[config.mk]
export PLATFORM = sky130hd
export DESIGN_NAME = ttt_game_ctrl
export DESIGN_NICKNAME = d
export VERILOG_FILES = /design/src/rtl/ttt_pkg.sv /design/src/rtl/ttt_win_detect.sv /design/src/rtl/ttt_game_ctrl.sv
export SDC_FILE = /design/constraint.sdc
export NUM_CORES = 1
export LEC_CHECK = 0
export ABC_AREA = 0
export CAP_MARGIN = 20
export CORE_MARGIN = 8
export CORE_UTILIZATION = 35
export CTS_CLUSTER_SIZE = 25
export DETAILED_ROUTE_END_ITERATION = 12
export DONT_BUFFER_PORTS = 1
export PLACE_DENSITY = 0.54
export RECOVER_POWER = 25
export SETUP_SLACK_MARGIN = 0.3
export SLEW_MARGIN = 25
export SYNTH_ARGS = -nofsm -noshare
export SYNTH_HDL_FRONTEND = slang
export SYNTH_SLANG_ARGS = --single-unit
[constraint.sdc]
create_clock -name clk -period 3 [get_ports clk]
set_input_delay 0.9 -clock clk [delete_from_list [all_inputs] [get_ports clk]]
set_output_delay 0.9 -clock clk [all_outputs]
set_load 0.02 [all_outputs]
[src/rtl/ttt_pkg.sv]
// Shared tic-tac-toe definitions.
// The game controller and the board/LED display stage both import this package,
// so cell encodings and state codes live here and only here.
package ttt_pkg;

    // Cell and side-to-move encodings as seen on pos1..pos9 and who
    localparam logic [1:0] CELL_EMPTY = 2'b00;
    localparam logic [1:0] CELL_X     = 2'b01;
    localparam logic [1:0] CELL_O     = 2'b10;
    localparam logic [1:0] WHO_DRAW   = 2'b11;

    localparam logic [3:0] MAX_MOVES  = 4'd9;

    typedef enum logic [1:0] {
        ST_PLAY  = 2'b00,
        ST_CHECK = 2'b01,
        ST_WIN   = 2'b10,
        ST_DRAW  = 2'b11
    } state_t;

    // Owner of a three-cell line, or CELL_EMPTY when the line is not complete
    function automatic logic [1:0] line_owner(input logic [1:0] a,
                                              input logic [1:0] b,
                                              input logic [1:0] c);
        if ((a != CELL_EMPTY) && (a == b) && (a == c))
            return a;
        else
            return CELL_EMPTY;
    endfunction

    function automatic logic [1:0] other_player(input logic [1:0] p);
        return (p == CELL_X) ? CELL_O : CELL_X;
    endfunction

endpackage

[src/rtl/ttt_win_detect.sv]
// Combinational three-in-a-row detector.
// Ports:
//   board  in   18  cell k (1..9) occupies board[2k-1:2k-2]
//   win    out  1   some row, column or diagonal holds three equal non-empty cells
//   winner out  2   owner of the first completed line found, CELL_EMPTY if none
module ttt_win_detect
    import ttt_pkg::*;
(
    input  logic [17:0] board,
    output logic        win,
    output logic [1:0]  winner
);

    logic [1:0] c     [9];
    logic [1:0] owner [8];

    for (genvar k = 0; k < 9; k++) begin : g_cell
        assign c[k] = board[2*k +: 2];
    end

    assign owner[0] = line_owner(c[0], c[1], c[2]);
    assign owner[1] = line_owner(c[3], c[4], c[5]);
    assign owner[2] = line_owner(c[6], c[7], c[8]);
    assign owner[3] = line_owner(c[0], c[3], c[6]);
    assign owner[4] = line_owner(c[1], c[4], c[7]);
    assign owner[5] = line_owner(c[2], c[5], c[8]);
    assign owner[6] = line_owner(c[0], c[4], c[8]);
    assign owner[7] = line_owner(c[2], c[4], c[6]);

    // Play stops at the first completed line, so any lines complete at the same
    // time necessarily share one owner; picking the first is sufficient.
    always_comb begin
        win    = 1'b0;
        winner = CELL_EMPTY;
        for (int i = 0; i < 8; i++) begin
            if (!win && (owner[i] != CELL_EMPTY)) begin
                win    = 1'b1;
                winner = owner[i];
            end
        end
    end

endmodule

[src/rtl/ttt_game_ctrl.sv]
// Tic-tac-toe game controller feeding the board/LED display stage.
// Owns the board, alternates players, rejects illegal moves, detects win/draw.
// Ports:
//   clk        in   1   system clock
//   rst_n      in   1   asynchronous active-low reset
//   new_game   in   1   pulse: clear board and restart (wins over move_vld)
//   move_vld   in   1   pulse: move request
//   move_pos   in   4   target cell 1..9, row-major from top-left
//   pos1..pos9 out  2   cell contents: 00 empty, 01 X, 10 O
//   who        out  2   side to move while playing; winner or 11 (draw) when over
//   ill        out  1   illegal-move indicator
//   game_over  out  1   game finished (win or draw)
//
// state    | meaning
// ---------+-------------------------------------------------------------
// ST_PLAY  | waiting for a move from the side in who
// ST_CHECK | one cycle: judge the freshly written board, pick next state
// ST_WIN   | line completed; board and who (winner) frozen
// ST_DRAW  | ninth move without a line; board frozen, who = 11
module ttt_game_ctrl
    import ttt_pkg::*;
#(
    parameter logic [1:0]  FIRST_PLAYER = 2'b01,
    parameter logic [23:0] ILL_HOLD     = 24'd50_000_000
) (
    input  logic       clk,
    input  logic       rst_n,
    input  logic       new_game,
    input  logic       move_vld,
    input  logic [3:0] move_pos,
    output logic [1:0] pos1,
    output logic [1:0] pos2,
    output logic [1:0] pos3,
    output logic [1:0] pos4,
    output logic [1:0] pos5,
    output logic [1:0] pos6,
    output logic [1:0] pos7,
    output logic [1:0] pos8,
    output logic [1:0] pos9,
    output logic [1:0] who,
    output logic       ill,
    output logic       game_over
);

    state_t      state, state_nxt;
    logic [17:0] board, board_nxt;
    logic [3:0]  move_cnt, move_cnt_nxt;
    logic [1:0]  who_nxt;
    logic        ill_nxt;
    logic [23:0] hold_cnt, hold_cnt_nxt;

    logic [1:0]  target;
    logic        line_win;
    logic [1:0]  line_winner;

    ttt_win_detect u_win_detect (
        .board  (board),
        .win    (line_win),
        .winner (line_winner)
    );

    // Contents of the requested cell; out-of-range positions read as 11 so
    // they fail the same "cell must be empty" test as occupied cells.
    always_comb begin
        target = 2'b11;
        for (int k = 0; k < 9; k++) begin
            if (move_pos == 4'(k + 1))
                target = board[2*k +: 2];
        end
    end

    always_comb begin
        state_nxt    = state;
        board_nxt    = board;
        move_cnt_nxt = move_cnt;
        who_nxt      = who;
        ill_nxt      = ill;
        hold_cnt_nxt = hold_cnt;

        // ill timeout: terminal count at 1 so ill is high for exactly ILL_HOLD cycles
        if ((ILL_HOLD != 24'd0) && ill) begin
            if (hold_cnt <= 24'd1) begin
                ill_nxt      = 1'b0;
                hold_cnt_nxt = 24'd0;
            end else begin
                hold_cnt_nxt = hold_cnt - 24'd1;
            end
        end

        case (state)
            ST_PLAY: begin
                if (move_vld) begin
                    if (target == CELL_EMPTY) begin
                        for (int k = 0; k < 9; k++) begin
                            if (move_pos == 4'(k + 1))
                                board_nxt[2*k +: 2] = who;
                        end
                        move_cnt_nxt = (move_cnt == MAX_MOVES) ? move_cnt : move_cnt + 4'd1;
                        ill_nxt      = 1'b0;
                        hold_cnt_nxt = 24'd0;
                        state_nxt    = ST_CHECK;
                    end else begin
                        ill_nxt      = 1'b1;
                        hold_cnt_nxt = ILL_HOLD;
                    end
                end
            end
            ST_CHECK: begin
                // Win is tested before the move count so a ninth-move win is a win
                if (line_win) begin
                    state_nxt = ST_WIN;
                    who_nxt   = line_winner;
                end else if (move_cnt == MAX_MOVES) begin
                    state_nxt = ST_DRAW;
                    who_nxt   = WHO_DRAW;
                end else begin
                    state_nxt = ST_PLAY;
                    who_nxt   = other_player(who);
                end
            end
            ST_WIN, ST_DRAW: begin
                state_nxt = state;
            end
            default: begin
                state_nxt = ST_PLAY;
            end
        endcase

        if (new_game) begin
            state_nxt    = ST_PLAY;
            board_nxt    = '0;
            move_cnt_nxt = 4'd0;
            who_nxt      = FIRST_PLAYER;
            ill_nxt      = 1'b0;
            hold_cnt_nxt = 24'd0;
        end
    end

    always_ff @(posedge clk or negedge rst_n) begin
        if (!rst_n) begin
            state    <= ST_PLAY;
            board    <= '0;
            move_cnt <= 4'd0;
            who      <= FIRST_PLAYER;
            ill      <= 1'b0;
            hold_cnt <= 24'd0;
        end else begin
            state    <= state_nxt;
            board    <= board_nxt;
            move_cnt <= move_cnt_nxt;
            who      <= who_nxt;
            ill      <= ill_nxt;
            hold_cnt <= hold_cnt_nxt;
        end
    end

    assign pos1 = board[1:0];
    assign pos2 = board[3:2];
    assign pos3 = board[5:4];
    assign pos4 = board[7:6];
    assign pos5 = board[9:8];
    assign pos6 = board[11:10];
    assign pos7 = board[13:12];
    assign pos8 = board[15:14];
    assign pos9 = board[17:16];

    assign game_over = (state == ST_WIN) || (state == ST_DRAW);

endmodule

**Yosys cells after proc, flatten, opt, wreduce, memory -nomap -nowiden**

Index checks and enable logic that the tools add are counted.

- Add/sub/neg operators: 2
- Order comparisons: 1
- Equality and inequality tests: 34
- Multiplexer cells: 74
- Reduce and logical (&&, ||, !) cells: 71

Operator list:

| cell | number |
|---|---|
| 24-bit 2-to-1 mux | 6 |
| 2-bit 2-to-1 mux | 44 |
| 18-bit 2-to-1 mux | 4 |
| 2-bit nonzero test | 26 |
| 4-bit AND reduction | 10 |
| 2-bit equality test | 16 |
| 24-bit by 1-bit <= comparator with 1-bit output, second input constant | 1 |
| 24-bit by 1-bit subtractor with 24-bit output, second input constant | 1 |
| 1-bit logical AND | 23 |
| 4-bit 2-to-1 mux | 5 |
| 4-bit by 3-bit equality test with 1-bit output, second input constant | 4 |
| 1-bit 2-to-1 mux | 14 |
| 4-bit equality test, second input constant | 3 |
| 4-bit by 2-bit equality test with 1-bit output, second input constant | 2 |
| 1-bit logical NOT | 7 |
| 3-bit inequality test, second input constant | 2 |
| 4-bit by 1-bit adder with 4-bit output, second input constant | 1 |
| 2-bit by 1-bit equality test with 1-bit output, second input constant | 2 |
| 2-bit equality test, second input constant | 2 |
| 4-bit by 1-bit equality test with 1-bit output, second input constant | 1 |
| 2-bit logical NOT | 2 |
| 2-bit inequality test, second input constant | 2 |
| 2-bit one-hot mux with 2 select lines | 1 |
| 3-bit AND reduction | 1 |
| 2 further kinds | 2 |

- Register bits: 51
- Input port bits: 8

**Longest topological paths before layout**

Gate-level depths: netlist of run 1.

- Depth in word-level cells: 30
- Depth in mapped cells: 9
- Gate-level depth less buffers: 8

**Hierarchy**

Synthesis of run 1 repeated with hierarchy kept, for this count alone.

- Cells, all modules: 384
- Area, all modules: 3,271.9 um^2

By module, submodules not included:

| module | times used | cells each | area each (um^2) | seq. area each (um^2) |
|---|---|---|---|---|
| ttt_game_ctrl | 1 | 306 | 2,760.1 | 1,277.5 |
| ttt_win_detect | 1 | 78 | 511.7 | 0.0 |

**Least setup slack after synthesis of run 1**

No wires, ideal clock.

- Path type: input -> register
- Start point: input move_pos[0]
- End point: register board[10]
- Library setup time: 0.132 ns
- Arrival: 2.492 ns
- Data required time: 2.868 ns
- Slack: 0.376 ns
- Stages on the path: 6
- Path buffers: 1
- Cell sequence: or4b_2 o31ai_1 inv_1 a211oi_2 buf_6 o22ai_1

- Cells in the longest elaborated chain, start to end: 13

Ends and longest elaborated chain:

| what | line | RTL |
|---|---|---|
| from (decl) | ttt_game_ctrl.sv:30 | `input logic [3:0] move_pos,` |
| 4-bit by 1-bit equality test with 1-bit output | ttt_game_ctrl.sv:67 | `if (move_pos == 4'(k + 1))` |
| 2-bit 2-to-1 mux (9 in a row) | ttt_game_ctrl.sv:67 |  |
| 2-bit logical NOT | ttt_game_ctrl.sv:93 | `if (target == CELL_EMPTY) begin` |
| 2-bit nonzero test (no line) | n/a |  |
| 4-bit AND reduction (no line) (*) | n/a |  |
| to (signal assigned) | ttt_game_ctrl.sv:149 | `board <= board_nxt;` |
| to (decl) | ttt_game_ctrl.sv:46 | `logic [17:0] board, board_nxt;` |

Mark *: on every way between the ends. The rest lies on a longest branch, timed or not.
A chain may end at the register's enable or synchronous reset.

**Final worst setup path of run 1**

- Start point: register board[6]
- End point: register state[0]

- Cells in the longest elaborated chain, start to end: 28

Ends and longest elaborated chain:

| what | line | RTL |
|---|---|---|
| 2-bit equality test / 2-bit nonzero test (equally long branches) | ttt_pkg.sv:25 | `if ((a != CELL_EMPTY) && (a == b) && (a == c))` |
| 1-bit logical AND (2 in a row) | ttt_pkg.sv:25 |  |
| 2-bit 2-to-1 mux | ttt_pkg.sv:25 |  |
| 2-bit nonzero test | ttt_win_detect.sv:36 | `if (!win && (owner[i] != CELL_EMPTY)) begin` |
| 1-bit logical AND | ttt_win_detect.sv:36 |  |
| 1-bit 2-to-1 mux | ttt_win_detect.sv:36 |  |
| 1-bit logical NOT | ttt_win_detect.sv:36 |  |
| 1-bit logical AND | ttt_win_detect.sv:36 |  |
| (+11 left out) | n/a |  |
| 1-bit logical AND | ttt_win_detect.sv:36 |  |
| 1-bit 2-to-1 mux | ttt_win_detect.sv:36 |  |
| 1-bit logical NOT | ttt_win_detect.sv:36 |  |
| 1-bit logical AND | ttt_win_detect.sv:36 |  |
| 1-bit 2-to-1 mux | ttt_win_detect.sv:36 |  |
| 2-bit 2-to-1 mux | ttt_game_ctrl.sv:110 | `if (line_win) begin` |
| 2-bit one-hot mux with 2 select lines | ttt_game_ctrl.sv:90 | `case (state)` |
| 2-bit 2-to-1 mux | ttt_game_ctrl.sv:129 | `if (new_game) begin` |
| to (signal assigned) | ttt_game_ctrl.sv:148 | `state <= state_nxt;` |
| to (decl) | ttt_game_ctrl.sv:45 | `state_t state, state_nxt;` |

Parallel ways exist; a longest one is shown, timed or not.

==> results.cfg, run 1 <==
[sta]
maxSlewHeadroom = 0.472
maxSlewViolCount = 0
fmax_ghz = 0.392
fin_worst_skew_ns = 0.0204
fin_crit_ns = 2.55
final.setup.tns_ns = 0
tightest_slew_ns = 0.772
layout_setup_ws_ns = 0.449
hold_viol = 0
setup_viol = 0
whs_ns = 0.271
rsz0062_at_grt = no
fin_crit_sh = 0.850

[critical_path]
path_buf_inv = 0
max_stage_delay_ns = 0.60
end_kind = register
worst-path-max-fanout = 10
cp.arrival_ns = 2.74
path_cells = and3_1 -> o2111ai_1 -> o41a_1 -> nand3_1 -> or4b_1 -> a211oi_1
cpLargestDelayFamily = simple AND/OR/NAND/NOR gates
cp_slowest_cell = dfrtp_1
critical_path_class = reg2reg
crit_required_ns = 3.19
start_kind = register

[global_routing]
grt_pass1_vias = 3079
grt_pass1_wl_um = 16000
grt_usage = 0.152
antenna_found_initial = 0
grt_max_degree = 52
grt-ovfl-total = 0

[synth]
ys_ff_latch = 51
yosysSeqAreaShare = 0.367
async_reset_ff_frac = 1.00
synth_edf_count = 0
synthCells = 411
yosysUniqueCellTypes = 71
synthFlopType = dfrtp_1
synth_area_um2 = 3480
syn_nets = 423
yosysWarningCount = 0
postSynthAreaPerCell_um2 = 8.48

[pwr]
switching_power_mw = 0.444
p_clk_frac = 0.337
power.total_mw = 1.55
p_leak_nw = 1.55
comb_power_share = 0.176
intPower_mw = 1.11
power_frac_seq = 0.487
p_per_area_nw_per_um2 = 415
vdd_drop_max_mv = 0.186
swShare = 0.286

[clock_tree]
cts_sinks = 51
clk_latency_ns = 0.31
clkTransAtPathRegs_ns = 0.11
tritoncts = built
cts-root-buf = clkbuf_8
cts-htree-levels = 2
post_cts_buffers = 0
holdBufCountCts = 0
clk_path_buf_depth = 2
post_cts_resized = 0
numCtsBuffers = 5

[route]
detail_route.wl_per_cell_um = 18.3
drcViolationCount = 0
vias = 3160
ant_nets = 0
detail_route.vias_per_cell = 5.82
wl_um = 9930
drt_iter0_markers = 250
firstDrtPassIters = 4

[die]
ioPinCount = 30
die_area_um2 = 13400
fp-row-count = 36
die_w_um = 116
dieHeight_um = 116
coreArea_um2 = 9730
start_util = 0.358

[min_path]
hp-class = in2async

[status]
status = finished clean

[cells_and_area]
drive_above_1_share = 0.110
final_util = 0.384
area_delta_synth_final_pct = 7.36
n_antenna_cell = 0
final_cell_mix = dfrtp_1, nor2_1, inv_1, a21oi_1
finalNetCount = 421
fillers = 1027
layout_commonest_cell = dfrtp_1

[placed_design]
dp_slack_ns = 0.288
dp.final_hpwl_um = 7300
gp_congestion = 0.877
io_buffers = 0

[flow_run]
maxCapViolCount = 0
-- worst reg2reg max path, delay by kind of cell, from the launching register on --
kind / cells / cell delay, ns
compound gates: 3 / 0.84
simple gates: 3 / 1.00
flops: 1 / 0.60
-- cell usage after synthesis (5+ instances only) --
cell	count	area, um^2
a21oi_1	22	110
a31oi_1	5	31.3
and2_1	5	31.3
and3_1	10	62.6
buf_2	6	30.0
clkbuf_1	11	41.3
dfrtp_1	50	1250
inv_1	22	82.6
nand2_1	19	71.3
nand2b_1	9	56.3
nand3_1	14	70.1
nand4_1	14	87.6
nor2_1	47	176
nor2b_1	7	43.8
nor3_1	19	95.1
nor4_1	6	37.5
o21a_1	5	37.5
o21ai_0	12	60.1
o22ai_1	10	62.6
o31ai_1	8	60.1
or3_1	7	43.8
or4_1	6	45.0
xnor2_1	11	96.3
-- power groups by stage --
stage / Combinational, mW / Clock [mW] / Sequential (mW)
floorplan: 0.231 / 0 / 0.756
global placement: 0.267 / 0 / 0.768
detailed placement: 0.270 / 0 / 0.768
CTS: 0.272 / 0.542 / 0.755
global route: 0.303 / 0.572 / 0.760
finish: 0.274 / 0.523 / 0.755
-- final timing paths --
path	startpoint	to	slack [ns]	cells after the start
max	board[6]	state[0]	0.45	6
min	rst_n	hold_cnt[17]	0.27	0
max reg2reg	board[6]	state[0]	0.45	6
min reg2reg	hold_cnt[11]	hold_cnt[11]	0.56	2
max in group asynchronous	rst_n	who[0]	2.53	0
min in group clk	hold_cnt[11]	hold_cnt[11]	0.56	2
-- flip-flops by register name, summed over array words and instances, names as in the netlist --
| signal | flops |
|---|---|
| hold_cnt | 24 |
| board | 18 |
| state | 2 |
| who | 2 |
| move_cnt | 4 |
| ill | 1 |
-- cell families after synthesis --
family / share of synthesized area
compound gates: 0.216
fa+ha+maj: 0.0144
mux: 0.00647
buf+inv: 0.0693
xor+xnor: 0.0377
simple gates: 0.290
flops: 0.367
-- per-layer routing --
layer	up-vias	part of all wire	global-route usage
met5	-	0	0
met4	0	0.034	0.0657
met2	89	0.46	0.241
met3	20	0.063	0.0354
met1	1539	0.44	0.192
li1	1512	-	-
-- area by class of cell --
type	instances	area [um^2]	share of cell area
clock buffer	6	82.6	0.0221
clock inverter	2	38.8	0.0104
sequential	51	1280	0.342
tap	133	166	0.0445
inverter	22	82.6	0.0221
multi-input combinational	312	1960	0.525
timing repair buffer	17	128	0.0341
-- through the flow --
stage / cell area [um^2] / std cells
floorplan: 3480 / 411
global placement: 3620 / 535
detailed placement: 3620 / 535
CTS: 3740 / 543
global route: 3740 / 543
finish: 3740 / 543
Note: power is estimated with default switching activity, not from simulation.
==> run 2: changes to the inputs <==
--- a/config.mk
+++ b/config.mk
@@ -8,11 +8,11 @@
 export ABC_AREA = 0
 export CAP_MARGIN = 20
 export CORE_MARGIN = 8
-export CORE_UTILIZATION = 35
+export CORE_UTILIZATION = 40
 export CTS_CLUSTER_SIZE = 25
 export DETAILED_ROUTE_END_ITERATION = 12
 export DONT_BUFFER_PORTS = 1
-export PLACE_DENSITY = 0.54
+export PLACE_DENSITY = 0.59
 export RECOVER_POWER = 25
 export SETUP_SLACK_MARGIN = 0.3
 export SLEW_MARGIN = 25
==> run 2 against run 1 <==
Against the previous run: critical path depth unchanged; design area decreased by 0.90%; die area decreased by 11%; combinational power about the same; clock skew decreased by 0.015 ns; global-route usage increased by 1.8 points; register-to-register slack about the same; sequential power about the same; total power decreased by 1.7%; maximum frequency increased by 0.51%.
==> results.cfg, run 2 (synthesis results as in run 1) <==
[route]
detail_route.wl_per_cell_um = 19.0
vias = 3200
detail_route.vias_per_cell = 6.18
firstDrtPassIters = 5
drcViolationCount = 0
drt_iter0_markers = 270
wl_um = 9830
ant_nets = 0

[cells_and_area]
final_cell_mix = dfrtp_1, nor2_1, inv_1, a21oi_1
area_delta_synth_final_pct = 6.39
final_util = 0.431
drive_above_1_share = 0.112
final_cells = 518
regMostFlops = hold_cnt
largest_register_ffs = 24
layout_commonest_cell = dfrtp_1
postLayoutCellArea_um2 = 3710
largestRegisters = hold_cnt x24, board x18, move_cnt x4
finalNetCount = 421
n_antenna_cell = 0

[sta]
maxSlewHeadroom = 0.541
fmax_ghz = 0.394
whs_ns = 0.275
maxSlewViolCount = 0
tightest_slew_ns = 0.687
rsz0062_at_grt = no
fin_worst_skew_ns = 0.00554
fin_crit_sh = 0.846
setup_viol = 0
hold_viol = 0
final.setup.tns_ns = 0
fin_crit_ns = 2.54

[critical_path]
cp.arrival_ns = 2.74
cpLargestDelayFamily = simple AND/OR/NAND/NOR gates
path_buf_inv = 0
crit_required_ns = 3.20
cp_slowest_cell = dfrtp_1
max_stage_delay_ns = 0.60
cp-startpoint = board[8]
regToRegStartpoint = board[8]
r2r_cells = 6
path_cells = and3_1 -> o2111ai_1 -> nand2b_1 -> nand3b_1 -> or4b_1 -> a211oi_1
critical_path_class = reg2reg
start_kind = register
end_kind = register
r2r_end = state[0]
worst-path-max-fanout = 11
reg2reg_setup_slack_ns = 0.46

[clock_tree]
clk_path_buf_depth = 2
holdBufCountCts = 0
cts_sinks = 51
clkTransAtPathRegs_ns = 0.09
cts-htree-levels = 2
tritoncts = built
numCtsBuffers = 5
cts-root-buf = clkbuf_8
clk_latency_ns = 0.30

[flow_run]
maxCapViolCount = 0

[pwr]
power_frac_seq = 0.494
comb_power_share = 0.179
p_leak_nw = 1.55
switching_power_mw = 0.422
p_per_area_nw_per_um2 = 412
intPower_mw = 1.10
p_clk_frac = 0.327
vdd_drop_max_mv = 0.194
swShare = 0.276

[global_routing]
grt_pass1_vias = 3124
antenna_found_initial = 0
grt_usage = 0.170
grt_max_degree = 52
grt_pass1_wl_um = 16100
grt-ovfl-total = 0

[die]
coreArea_um2 = 8590
die_area_um2 = 12000
dieHeight_um = 109
fp-row-count = 34
ioPinCount = 30
die_w_um = 109
start_util = 0.405

[min_path]
hp-class = in2async

[placed_design]
dpl_cell_area_um2 = 3590
gp_congestion = 0.890
placed_cells = 510
dp.final_hpwl_um = 7230
io_buffers = 0

[status]
status = finished clean
[run 2: cell count changes in the layout (fill, tap and decap cells not counted)]
cell / change
clkinv_2: +1
dfrtp_1: -1
inv_6: -1
dfrtp_2: +1
[run 2: final cells by class]
cell class | instances | area [um^2]
clock buffers | 6 | 82.6
inverters | 22 | 82.6
fillers | 854 | 4890
flip-flops and latches | 51 | 1280
repair buffers | 17 | 128
well taps | 108 | 135
clock inverters | 2 | 35.0
multi-input cells | 312 | 1960
[run 2: worst max path at each step]
stage	slack, ns	cells after the start	end
2_1_floorplan	0.38	6	board[10]
3_5_place_dp	0.33	6	move_cnt[3]
5_1_grt	0.31	6	state[0]
3_3_place_gp	0.34	6	move_cnt[3]
4_1_cts	0.49	6	state[0]
6_report	0.46	6	state[0]
[run 2: power by group through the flow]
stage | Clock, mW | Sequential (mW) | Combinational (mW)
5_1_grt | 0.543 | 0.759 | 0.304
3_5_place_dp | 0 | 0.765 | 0.271
2_1_floorplan | 0 | 0.756 | 0.231
4_1_cts | 0.514 | 0.752 | 0.272
6_report | 0.499 | 0.753 | 0.274
3_3_place_gp | 0 | 0.765 | 0.268
[run 2: layer usage]
metal | GRT usage | vias up | routed length [um]
met5 | 0 | - | 0
met4 | 0.0646 | 0 | 210
met3 | 0.0387 | 13 | 802
met2 | 0.286 | 113 | 4710
met1 | 0.206 | 1553 | 4110
li1 | - | 1521 | -
[run 2: what timing repair did]
action | 4_1_cts | 5_1_grt
setup buffers | 0 | 0
resized for setup | 0 | 1
endpoints found under the setup margin | 0 | 1
[run 2: through the flow]
| stage | power, mW | setup slack [ns] |
|---|---|---|
| after detailed placement | 1.04 | 0.326 |
| after CTS | 1.54 | 0.490 |
| after global routing | 1.61 | 0.308 |
| final | 1.53 | 0.462 |
| after global placement | 1.03 | 0.344 |
| after floorplan | 0.988 | 0.376 |
==> RTL change: new RTL, config.mk and constraints of run 1 <==
Register the inputs `new_game`, `move_vld` and `move_pos` before use, without a reset. The logic sees them one clock later.
--- a/src/rtl/ttt_game_ctrl.sv
+++ b/src/rtl/ttt_game_ctrl.sv
@@ -43,4 +43,14 @@
 );
 
+    logic new_game_q;
+    logic move_vld_q;
+    logic [3:0] move_pos_q;
+
+    always_ff @(posedge clk) begin
+        new_game_q <= new_game;
+        move_vld_q <= move_vld;
+        move_pos_q <= move_pos;
+    end
+
     state_t      state, state_nxt;
     logic [17:0] board, board_nxt;
@@ -65,5 +75,5 @@
         target = 2'b11;
         for (int k = 0; k < 9; k++) begin
-            if (move_pos == 4'(k + 1))
+            if (move_pos_q == 4'(k + 1))
                 target = board[2*k +: 2];
         end
@@ -90,8 +100,8 @@
         case (state)
             ST_PLAY: begin
-                if (move_vld) begin
+                if (move_vld_q) begin
                     if (target == CELL_EMPTY) begin
                         for (int k = 0; k < 9; k++) begin
-                            if (move_pos == 4'(k + 1))
+                            if (move_pos_q == 4'(k + 1))
                                 board_nxt[2*k +: 2] = who;
                         end
@@ -127,5 +137,5 @@
         endcase
 
-        if (new_game) begin
+        if (new_game_q) begin
             state_nxt    = ST_PLAY;
             board_nxt    = '0;
Check against the original RTL: not equivalent (a bounded check fails within 4 cycles, from zero or initial values and one cycle with rst_n low).
==> RTL change against run 1 <==
- final cell count is 5.3% lower
- worst setup slack got worse by 0.24 ns
- global-route usage fell by 0.63 points
- area after synthesis fell by 4.9%
- sequential cell count grew 6
- clock power grew 30%
- wire length is 9.0% lower
- utilization grew 3.7 points
- cell area rose by 3.5%
- total power increased by 19%
- largest power group unchanged
- highest routed layer unchanged
==> RTL change: results (changes against run 1) <==
R2R depth 7 (was 6); DP Worst Slack 0.1878 ns (was 0.2881 ns); sequential area share after synthesis 42.18% (was 36.67%); Leakage 1.587 nW (was 1.549 nW); Final Critical Period 2.790 ns (was 2.551 ns); gr usage total 14.53% (was 15.15%); Detail Placement HPWL 6118 um (was 7298 um); Slew @ Worst Pin 0.7023 ns (was 0.7718 ns); most frequent cell after synthesis nor2_1 (was dfrtp_1); top flop regs hold_cnt (24), board (18) (was hold_cnt (24), board (18), move_cnt (4)); number of nets in the layout 410 (was 421); Cells after DPL 488 (was 535); ranking of synthesized cells by instance count nor2_1 (60), dfrtp_1 (50), a21oi_1 (28) (was dfrtp_1 (50), nor2_1 (47), a21oi_1 (22), inv_1 (22)); crit path max fanout 4 (was 10); status completed (unchanged); worst vdd ir 0.2663 mV (was 0.1864 mV); DR WL met3 457 um (was 627 um); mux contribution to synthesized area 0.3021% (was 0.6466%); DP Area 0.003465 mm2 (was 0.003618 mm2); Final Skew 0.009389 ns (was 0.02039 ns); initial DRC count 199 (was 250); number of global-route vias before repair 2826 (was 3079); Post CTS Setup Buffer Count 3 (was 0); Netlist cell types 60 (was 71); wirelength, routed 9034 um (was 9925 um); gpl congestion 0.8027 (was 0.8772); share of layout cells above drive strength 1 17.12% (was 10.98%); cts bufs inserted 9 (was 5); worst skew pair latency 0.33 ns (was 0.31 ns); leading post-synthesis cells by cell area dfrtp_1 (38%), nor2_1 (6.8%), a21oi_1 (4.2%), dfxtp_1 (3.6%), xnor2_1 (3.4%) (was dfrtp_1 (36%), nor2_1 (5.1%), a21oi_1 (3.2%), xnor2_1 (2.8%), nor3_1 (2.7%)); Arrival @ worst endpoint 3.05 ns (was 2.74 ns); Clock Power 0.000678 W (was 0.000523 W); pwr dens 478.1 mW/mm2 (was 415.0 mW/mm2); Synth Instances 386 (was 411); Post-Synthesis Net Count 398 (was 423); worst hold slack 0.2621 ns (was 0.2708 ns); switching power 0.0005316 W (was 0.0004441 W); drt pass-1 iters 6 (was 4); PostCTS Resize Cnt 4 (was 0); adder-cell share of the synthesized area 1.511% (was 1.437%); Reg2Reg Setup Slack 0.21 ns (was 0.45 ns); first-pass GRT wire length 14970 um (was 16020 um)
==> RTL change: cell types whose count changed in the layout (fill, tap and decap cells not counted), sizes merged, moves of 9 or more <==
cell | run 1 | this run
nand4 | 14 | 4
a31oi | 5 | 15
o22ai | 10 | 1
inv | 23 | 8
nor2 | 47 | 60
==> RTL change: final cells by class <==
class,instances,area [um2]
Sequential cell,57,1398
Clock buffer,12,135.1
Clock inverter,4,45.04
Timing Repair Buffer,22,172.7
Multi-Input combinational cell,300,1953
Fill cell,916,5324
Tap cell,111,138.9
Inverter,8,30.03
==> RTL change: path summary, 6_finish.rpt <==
| kind | from | endpoint |
|---|---|---|
| hold reg to reg | hold_cnt[19]$_DFF_PN0_ | hold_cnt[19]$_DFF_PN0_ |
| setup reg to reg | hold_cnt[8]$_DFF_PN0_ | hold_cnt[23]$_DFF_PN0_ |
| hold / removal | rst_n | board[10]$_DFFE_PN0P_ |
| min in group clk | hold_cnt[19]$_DFF_PN0_ | hold_cnt[19]$_DFF_PN0_ |
| max in group asynchronous | rst_n | who[0]$_DFFE_PN1P_ |
| setup / recovery | hold_cnt[8]$_DFF_PN0_ | hold_cnt[23]$_DFF_PN0_ |
==> RTL change: cell families after synthesis <==
group	Yosys count
adder cells (fa/ha/maj)	4
XOR/XNOR	17
buffers and inverters	30
multiplexers	1
AO/OA/AOI/OAI	86
AND/OR/NAND/NOR	191
flip-flops	57
==> RTL change: worst max-delay path, cell delays in order, from the launching register on <==
cell and delay, ns:
dfrtp_1 0.38, or4_4 0.55, or4b_4 0.61, nor4_4 0.34, nand2_2 0.08, or3_1 0.32
or3_1 0.33, a21oi_2 0.11
==> RTL change: per-layer routing <==
metal  track usage [%]  vias to the layer above
met5                 0                        -
met4             5.684                        0
met3             3.301                       12
met2             21.31                       69
met1             20.13                     1444
li1                  -                     1425
